### config.mk
export PLATFORM = sky130hd
export DESIGN_NAME = reg_file
export DESIGN_NICKNAME = d
export VERILOG_FILES = /design/src/rtl/reg_file_pkg.sv /design/src/rtl/reg_file_read_port.sv /design/src/rtl/reg_file.sv
export SDC_FILE = /design/constraint.sdc
export NUM_CORES = 2
export LEC_CHECK = 0
export BUFFER_PORTS_ARGS = -buffer_cell sky130_fd_sc_hd__buf_2
export CAP_MARGIN = 20
export CORE_UTILIZATION = 67
export CTS_CLUSTER_SIZE = 14
export DETAILED_ROUTE_END_ITERATION = 8
export GPL_ROUTABILITY_DRIVEN = 0
export GPL_TIMING_DRIVEN = 0
export PLACE_DENSITY = 0.94
export RECOVER_POWER = 50
export SLEW_MARGIN = 10
export SYNTH_ARGS = -nofsm -noshare
export SYNTH_HDL_FRONTEND = slang
export SYNTH_SLANG_ARGS = --single-unit
### constraint.sdc
create_clock -name clk -period 8.15 [get_ports clk]
set_input_delay 0 -clock clk [delete_from_list [all_inputs] [get_ports clk]]
set_output_delay 0 -clock clk [all_outputs]
set_load 0.02 [all_outputs]
### src/rtl/reg_file_pkg.sv
// Shared definitions for the architectural register file and its read ports.
package reg_file_pkg;

  localparam int unsigned REG_NUM      = 32;
  localparam int unsigned REG_POS_W    = 5;
  localparam int unsigned DATA_W       = 32;
  localparam int unsigned ROB_ID_W     = 5;
  localparam int unsigned ROB_SIZE     = (1 << ROB_ID_W) - 1;

  typedef logic [REG_POS_W-1:0] reg_pos_t;
  typedef logic [DATA_W-1:0]    data_t;
  typedef logic [ROB_ID_W-1:0]  rob_id_t;

  localparam reg_pos_t ZERO_REG    = '0;
  localparam rob_id_t  INVALID_ROB = '0;
  localparam data_t    NULL        = '0;

  // Per-register tag update selected for the coming clock edge.
  typedef enum logic [1:0] {
    TAG_HOLD,
    TAG_CLEAR,
    TAG_RENAME
  } tag_op_e;

endpackage

### src/rtl/reg_file_read_port.sv
// One combinational source-operand lookup with commit bypass.
module reg_read_port #(
  parameter int unsigned DATA_WIDTH   = 32,
  parameter int unsigned ROB_ID_WIDTH = 5
) (
  input  logic [4:0]              rs,
  input  logic [ROB_ID_WIDTH-1:0] tag_at_rs,
  input  logic [DATA_WIDTH-1:0]   data_at_rs,
  input  logic                    commit_sign,
  input  logic [ROB_ID_WIDTH-1:0] Q_from_rob,
  input  logic [DATA_WIDTH-1:0]   V_from_rob,
  output logic [ROB_ID_WIDTH-1:0] q,
  output logic [DATA_WIDTH-1:0]   v
);
  import reg_file_pkg::*;

  logic bypass;

  // x0 reads as final zero; a committing producer is forwarded before it lands in storage.
  always_comb begin
    bypass = (tag_at_rs != '0) && commit_sign && (Q_from_rob == tag_at_rs);
    q      = '0;
    v      = '0;
    if (rs == ZERO_REG) begin
      q = '0;
      v = '0;
    end else if (bypass) begin
      q = '0;
      v = V_from_rob;
    end else begin
      q = tag_at_rs;
      v = data_at_rs;
    end
  end

endmodule

### src/rtl/reg_file.sv
// Architectural register file: 32 values plus one in-flight producer tag each.
module reg_file #(
  parameter int unsigned REG_NUM      = 32,
  parameter int unsigned DATA_WIDTH   = 32,
  parameter int unsigned ROB_ID_WIDTH = 5
) (
  input  logic                    clk,
  input  logic                    rst,
  input  logic                    rdy,
  input  logic [4:0]              rs1_from_cmd,
  input  logic [4:0]              rs2_from_cmd,
  output logic [ROB_ID_WIDTH-1:0] Q1_to_cmd,
  output logic [ROB_ID_WIDTH-1:0] Q2_to_cmd,
  output logic [DATA_WIDTH-1:0]   V1_to_cmd,
  output logic [DATA_WIDTH-1:0]   V2_to_cmd,
  input  logic                    rename_sign_from_cmd,
  input  logic [4:0]              rd_from_cmd,
  input  logic [ROB_ID_WIDTH-1:0] rob_id_from_cmd,
  input  logic                    commit_sign,
  input  logic [4:0]              rd_from_rob,
  input  logic [ROB_ID_WIDTH-1:0] Q_from_rob,
  input  logic [DATA_WIDTH-1:0]   V_from_rob,
  input  logic                    rollback_sign
);
  import reg_file_pkg::*;

  typedef logic [DATA_WIDTH-1:0]   word_t;
  typedef logic [ROB_ID_WIDTH-1:0] tag_t;

  word_t   data_q [REG_NUM];
  word_t   data_d [REG_NUM];
  tag_t    tag_q  [REG_NUM];
  tag_t    tag_d  [REG_NUM];
  tag_op_e tag_op [REG_NUM];

  logic commit_en;
  logic rename_en;

  // Decode this cycle's tag action per register; rename is decided last so it
  // overrides a commit clear on the same rd, and rollback suppresses rename.
  always_comb begin
    commit_en = rdy && commit_sign && (rd_from_rob != ZERO_REG);
    rename_en = rdy && rename_sign_from_cmd && (rd_from_cmd != ZERO_REG) && !rollback_sign;
    for (int unsigned i = 0; i < REG_NUM; i++) begin
      tag_op[i] = TAG_HOLD;
    end
    if (commit_en && (tag_q[rd_from_rob] == Q_from_rob)) begin
      tag_op[rd_from_rob] = TAG_CLEAR;
    end
    if (rdy && rollback_sign) begin
      for (int unsigned i = 0; i < REG_NUM; i++) begin
        tag_op[i] = TAG_CLEAR;
      end
    end
    if (rename_en) begin
      tag_op[rd_from_cmd] = TAG_RENAME;
    end
  end

  // Next-state storage: commit writes data even under rollback; x0 stays zero.
  always_comb begin
    data_d = data_q;
    tag_d  = tag_q;
    if (commit_en) begin
      data_d[rd_from_rob] = V_from_rob;
    end
    for (int unsigned i = 0; i < REG_NUM; i++) begin
      case (tag_op[i])
        TAG_CLEAR:  tag_d[i] = '0;
        TAG_RENAME: tag_d[i] = rob_id_from_cmd;
        default:    tag_d[i] = tag_q[i];
      endcase
    end
    data_d[0] = '0;
    tag_d[0]  = '0;
  end

  // Storage registers with synchronous reset.
  always_ff @(posedge clk) begin
    if (rst) begin
      for (int unsigned i = 0; i < REG_NUM; i++) begin
        data_q[i] <= '0;
        tag_q[i]  <= '0;
      end
    end else begin
      data_q <= data_d;
      tag_q  <= tag_d;
    end
  end

  reg_read_port #(
    .DATA_WIDTH  (DATA_WIDTH),
    .ROB_ID_WIDTH(ROB_ID_WIDTH)
  ) u_rd1 (
    .rs         (rs1_from_cmd),
    .tag_at_rs  (tag_q[rs1_from_cmd]),
    .data_at_rs (data_q[rs1_from_cmd]),
    .commit_sign(commit_sign),
    .Q_from_rob (Q_from_rob),
    .V_from_rob (V_from_rob),
    .q          (Q1_to_cmd),
    .v          (V1_to_cmd)
  );

  reg_read_port #(
    .DATA_WIDTH  (DATA_WIDTH),
    .ROB_ID_WIDTH(ROB_ID_WIDTH)
  ) u_rd2 (
    .rs         (rs2_from_cmd),
    .tag_at_rs  (tag_q[rs2_from_cmd]),
    .data_at_rs (data_q[rs2_from_cmd]),
    .commit_sign(commit_sign),
    .Q_from_rob (Q_from_rob),
    .V_from_rob (V_from_rob),
    .q          (Q2_to_cmd),
    .v          (V2_to_cmd)
  );

endmodule

==> results of run 1 <==
[layer usage]
metal | GRT usage | GRT overflow
met1 | 0.701 | 2
met2 | 0.849 | 62
met3 | 0.654 | 4
met4 | 0.651 | 75
met5 | 0.496 | 0
[cells in the mapped netlist, types with 5 or more instances]
master,number,area [µm²]
sky130_fd_sc_hd__nand2_1,2145,8050
sky130_fd_sc_hd__dfxtp_1,1147,23000
sky130_fd_sc_hd__a21oi_1,1108,5550
sky130_fd_sc_hd__mux4_2,655,14800
sky130_fd_sc_hd__clkbuf_1,565,2120
sky130_fd_sc_hd__nor2_1,436,1640
sky130_fd_sc_hd__mux2_2,151,1700
sky130_fd_sc_hd__a22oi_1,81,608
sky130_fd_sc_hd__a22o_1,76,666
sky130_fd_sc_hd__buf_2,55,275
sky130_fd_sc_hd__buf_1,50,188
sky130_fd_sc_hd__nor4_1,33,206
sky130_fd_sc_hd__o22ai_1,33,206
sky130_fd_sc_hd__ha_1,31,388
sky130_fd_sc_hd__mux2i_1,27,270
sky130_fd_sc_hd__mux2_4,26,390
sky130_fd_sc_hd__nor2b_1,25,156
sky130_fd_sc_hd__mux4_1,12,315
sky130_fd_sc_hd__o21ai_0,11,55.1
sky130_fd_sc_hd__nand2b_1,9,56.3
sky130_fd_sc_hd__nor3_1,9,45.0
sky130_fd_sc_hd__a31oi_1,8,50.1
sky130_fd_sc_hd__buf_4,8,60.1
sky130_fd_sc_hd__nand3b_1,7,52.6
sky130_fd_sc_hd__xor2_1,7,61.3
sky130_fd_sc_hd__and2_1,6,37.5
sky130_fd_sc_hd__nand3_1,6,30.0
sky130_fd_sc_hd__o31ai_1,5,37.5
[cells by family after synthesis]
logic type | count (synthesis) | share of synthesized area
compound gates | 1361 | 0.122
flops | 1147 | 0.372
mux | 875 | 0.283
buf+inv | 691 | 0.0450
xor+xnor | 8 | 0.00126
fa+ha+maj | 31 | 0.00629
simple gates | 2701 | 0.170
[stage by stage]
stage / utilization / cell area (µm²)
3_3_place_gp: 0.705 / 63800
4_1_cts: 0.754 / 68300
3_5_place_dp: 0.706 / 63900
2_1_floorplan: - / 61700
[repair_timing]
action,CTS
resized for setup,0
hold buffers,40
endpoints found under the hold margin,244
buffers inserted,0
==> tab_implementation.tex, run 1 <==
\begin{tabular}{lr}
\hline
Metric & Value \\
\hline
\multicolumn{2}{l}{\textbf{Place}} \\
HPWL after detailed placement & 197000 µm \\
Port buffer count & 130 \\
Post-place setup slack & 3.18 ns \\
Post-placement cell count & 8126 \\
\multicolumn{2}{l}{\textbf{Outcome}} \\
Run status & did not finish \\
Exit stage & global routing \\
First reported error & [ERROR GRT-0116] Global routing finished with congestion. Check the congestion regions in the DRC Viewer. \\
\multicolumn{2}{l}{\textbf{Synthesis}} \\
Number of synthesized flops with an enable pin & 0 \\
Number of warnings reported in the yosys synthesis log & 0 \\
Average cell area after synthesis & 9.05 µm² \\
Number of instances in the synthesized netlist & 6814 \\
\#FFs+latches synth & 1147 \\
Share of synthesized flip-flops with an asynchronous set or reset & 0 \\
Synthesized area & 61700 µm² \\
Number of different library cells in the post-synthesis netlist & 66 \\
Share of the yosys chip area belonging to registers & 0.372 \\
Synthesized net count & 6913 \\
Main flop type after synthesis & sky130\_fd\_sc\_hd\_\_dfxtp\_1 \\
\multicolumn{2}{l}{\textbf{Floorplan}} \\
Total I/O pin count & 142 \\
Die extent in x & 305 µm \\
Row count & 110 \\
Initial Util & 0.681 \\
Die Height & 305 µm \\
\multicolumn{2}{l}{\textbf{GRT}} \\
First-pass GRT wire length & 487000 µm \\
Total grt overflow & 143 \\
Largest net degree at the start of global routing & 17 \\
Vias in the first global route & 71400 \\
Total GRT Usage & 0.721 \\
\multicolumn{2}{l}{\textbf{Clocking}} \\
Number of buffers on the longest clock path & 3 \\
Cts bufs inserted & 113 \\
Cell chosen for the clock root & sky130\_fd\_sc\_hd\_\_clkbuf\_16 \\
Deepest level of the CTS H-tree & 3 \\
CTS Sinks & 1147 \\
\hline
\end{tabular}
==> run 2: changes to the inputs <==
CORE_UTILIZATION = 40   (was 67)
CTS_CLUSTER_SIZE = default   (was 14)
PLACE_DENSITY = default   (was 0.94)
PLACE_DENSITY_LB_ADDON = 0.15   (was default)
==> tab_implementation.tex, run 2 <==
\begin{tabular}{lr}
\hline
Metric & Value \\
\hline
\multicolumn{2}{l}{\textbf{Outcome}} \\
Run status & completed \\
\multicolumn{2}{l}{\textbf{Worst setup path}} \\
Arrival time worst endpoint & 6.23 ns \\
Ordered cell list for the critical path & clkbuf\_1, clkbuf\_1, clkbuf\_1, clkbuf\_1, a22oi\_1, o21ai\_0, a221oi\_1, and3\_1, o21ai\_0, clkbuf\_1, nor4\_1, o22ai\_1, ha\_1, buf\_1, nor2\_1, a21oi\_1, nor2\_1 \\
Startpoint type of the worst setup path & input pin \\
Path type of the worst setup path & in2reg \\
Required time at the endpoint of the critical path & 8.82 ns \\
Worst setup EP type & flip-flop \\
Worst path max stage delay & 0.98 ns \\
CP top delay family & buffers and inverters \\
Cell type with the highest occurrence count on the critical path & sky130\_fd\_sc\_hd\_\_clkbuf\_1 \\
Number of buffer and inverter instances along the worst setup path & 6 \\
Standard cell with the maximum stage delay on the critical path & sky130\_fd\_sc\_hd\_\_clkbuf\_1 \\
Largest fanout on the critical path & 10 \\
\multicolumn{2}{l}{\textbf{Clocking}} \\
Number of buffers on the longest clock path & 3 \\
Clock insertion delay at the later pin of the skew report & 0.80 ns \\
Cts bufs inserted & 135 \\
CTS Sinks & 1147 \\
Setup Buffers After CTS & 0 \\
Number of buffers inserted for hold repair after clock tree synthesis & 41 \\
Cells resized by post-CTS repair & 0 \\
Cell chosen for the clock root & sky130\_fd\_sc\_hd\_\_clkbuf\_16 \\
Clock transition at the register clock pins on the worst setup and hold paths after CTS & 0.07 ns \\
Deepest level of the CTS H-tree & 4 \\
TritonCTS clock tree & yes \\
\multicolumn{2}{l}{\textbf{Finish}} \\
Area occupied by multi-input gates & 36000 µm² \\
Seq. cell area & 23000 µm² \\
Fill cells & 14800 \\
Area growth from synthesis to final layout & 14.2\% \\
Most used cells in the layout excluding fill and tap cells & sky130\_fd\_sc\_hd\_\_nand2\_1 (2145), sky130\_fd\_sc\_hd\_\_dfxtp\_1 (1147), sky130\_fd\_sc\_hd\_\_a21oi\_1 (1108), sky130\_fd\_sc\_hd\_\_mux4\_2 (655), sky130\_fd\_sc\_hd\_\_clkbuf\_1 (589) \\
Number of flip-flops in the largest register & 992 \\
Commonest non-fill, non-tap cell in the layout & sky130\_fd\_sc\_hd\_\_nand2\_1 \\
Share of post-route cells with drive strength above 1 & 0.181 \\
Registers with the most flip-flops & data\_q: 992 flops, tag\_q: 155 flops \\
Final Net Count & 7253 \\
Register bank with the most flops & data\_q \\
\multicolumn{2}{l}{\textbf{STA}} \\
Worst slew margin relative to its limit & 0.0770 \\
Clock skew after layout & 0.0228 ns \\
Unrepaired setup endpoints after global routing & false \\
Time the worst path needs with I/O delays and setup & 5.57 ns \\
Slew @ Worst Pin & 1.38 ns \\
Fin. Hold Viols & 0 \\
Tcrit/Tclk final & 0.683 \\
Total Negative Setup Slacks & 0 ns \\
Maximum frequency from static timing analysis & 180 MHz \\
Final setup violation count & 0 \\
Number of slew-limit violations in the final report & 0 \\
\multicolumn{2}{l}{\textbf{Synthesis}} \\
Average cell area after synthesis & 9.05 µm² \\
Top cells by area, synth & sky130\_fd\_sc\_hd\_\_dfxtp\_1 (37\%), sky130\_fd\_sc\_hd\_\_mux4\_2 (24\%), sky130\_fd\_sc\_hd\_\_nand2\_1 (13\%), sky130\_fd\_sc\_hd\_\_a21oi\_1 (9.0\%), sky130\_fd\_sc\_hd\_\_clkbuf\_1 (3.4\%) \\
Main flop type after synthesis & sky130\_fd\_sc\_hd\_\_dfxtp\_1 \\
Dominant cell type by area after synthesis & sky130\_fd\_sc\_hd\_\_dfxtp\_1 \\
Number of synthesized flops with an enable pin & 0 \\
\#FFs+latches synth & 1147 \\
Number of instances in the synthesized netlist & 6814 \\
Share of the yosys chip area belonging to registers & 0.372 \\
Number of different library cells in the post-synthesis netlist & 66 \\
Top cell type's share of synthesized area & 0.372 \\
Top cell types by occurrence after synthesis & sky130\_fd\_sc\_hd\_\_nand2\_1 (2145), sky130\_fd\_sc\_hd\_\_dfxtp\_1 (1147), sky130\_fd\_sc\_hd\_\_a21oi\_1 (1108) \\
Synthesized area & 61700 µm² \\
Synthesized net count & 6913 \\
Number of warnings reported in the yosys synthesis log & 0 \\
Library cell with the highest instance count after synthesis & sky130\_fd\_sc\_hd\_\_nand2\_1 \\
Share of synthesized flip-flops with an asynchronous set or reset & 0 \\
\multicolumn{2}{l}{\textbf{Floorplan}} \\
Die Height & 395 µm \\
Core region area & 152000 µm² \\
Initial Util & 0.405 \\
Row count & 143 \\
Total I/O pin count & 142 \\
Die extent in x & 395 µm \\
Die outline area & 156000 µm² \\
\multicolumn{2}{l}{\textbf{Power and ir drop}} \\
Maximum vdd ir drop & 192 µV \\
Power per unit of standard cell area & 192 nW/µm² \\
PnR Total Power & 13500 µW \\
Static Leak & 0.0229 µW \\
\multicolumn{2}{l}{\textbf{Place}} \\
Port buffer count & 130 \\
HPWL after detailed placement & 231000 µm \\
\multicolumn{2}{l}{\textbf{GRT}} \\
Initial antenna violation count & 28 \\
Vias in the first global route & 54700 \\
Largest net degree at the start of global routing & 17 \\
Total grt overflow & 0 \\
First-pass GRT wire length & 406000 µm \\
Total GRT Usage & 0.368 \\
\multicolumn{2}{l}{\textbf{Detailed routing}} \\
Routed len/inst & 31.5 µm \\
1st-pass router iterations & 8 \\
Drt total wl & 294000 µm \\
Via count normalized by instance count & 6.27 \\
Count of routing violations after the opening detailed-route iteration & 7909 \\
Total via count after detailed routing & 58400 \\
DRC violations left & 0 \\
Count of antenna-violating nets left after detailed routing & 0 \\
\multicolumn{2}{l}{\textbf{Flow run}} \\
Max-cap check violation count & 0 \\
\multicolumn{2}{l}{\textbf{Min path}} \\
Worst min-delay path class & in2reg \\
\hline
\end{tabular}
run 2: cell counts after synthesis:
No cell type changed its count.
run 2: worst paths after layout:
check | from | depth (start not counted) | slack, ns | to
max | rd_from_rob[0] | 17 | 2.58 | tag_q[84]
min | rd_from_rob[2] | 5 | 0.04 | data_q[833]
max reg2reg | tag_q[23] | 14 | 3.80 | tag_q[104]
min reg2reg | data_q[319] | 2 | 0.46 | data_q[319]
run 2: cell type report:
type,instances,share of cell area
inverters,4,0.000213
repair buffers,203,0.0210
well taps,2030,0.0360
flip-flops and latches,1147,0.326
clock inverters,49,0.00946
multi-input cells,4976,0.510
clock buffers,199,0.0571
plain buffers,687,0.0394
diodes,14,0.000497
run 2: cells by family after synthesis:
group           synth area share
compound gates             0.122
flops                      0.372
mux                        0.283
simple gates               0.170
buf+inv                   0.0450
xor+xnor                 0.00126
fa+ha+maj                0.00629
run 2: power breakdown:
part           switching, µW  leakage (µW)  internal (µW)
Clock                   2670       0.00232           3880
Combinational            972        0.0113            332
Sequential              15.8       0.00924           5630
run 2: layer usage:
layer	wire [µm]	vias up	track usage
met3	40900	956	0.134
met2	123000	4016	0.533
met1	108000	28600	0.462
met4	21600	23	0.229
met5	369	-	0.0108
li1	-	24700	-
run 2: stage by stage:
stage	cells	instance area (µm²)	worst slack [ns]	util	hold WS, ns
after global placement	8974	64900	2.56	0.426	0.302
after global routing	9296	70400	2.40	0.462	0.0588
after floorplan	6814	61700	4.73	-	0.136
after detailed placement	9002	65300	2.93	0.428	0.310
final	9309	70500	2.58	0.462	0.0383
after CTS	9291	70400	3.28	0.462	0.00183
run 2: worst min-delay path, stage by stage:
cell and delay (ns):
sky130_fd_sc_hd__buf_2 0.15, sky130_fd_sc_hd__nor3b_2 0.25, sky130_fd_sc_hd__nand2_1 0.19, sky130_fd_sc_hd__nand2_1 0.07
sky130_fd_sc_hd__a21oi_1 0.13
Note: power is estimated with default switching activity, not from simulation.
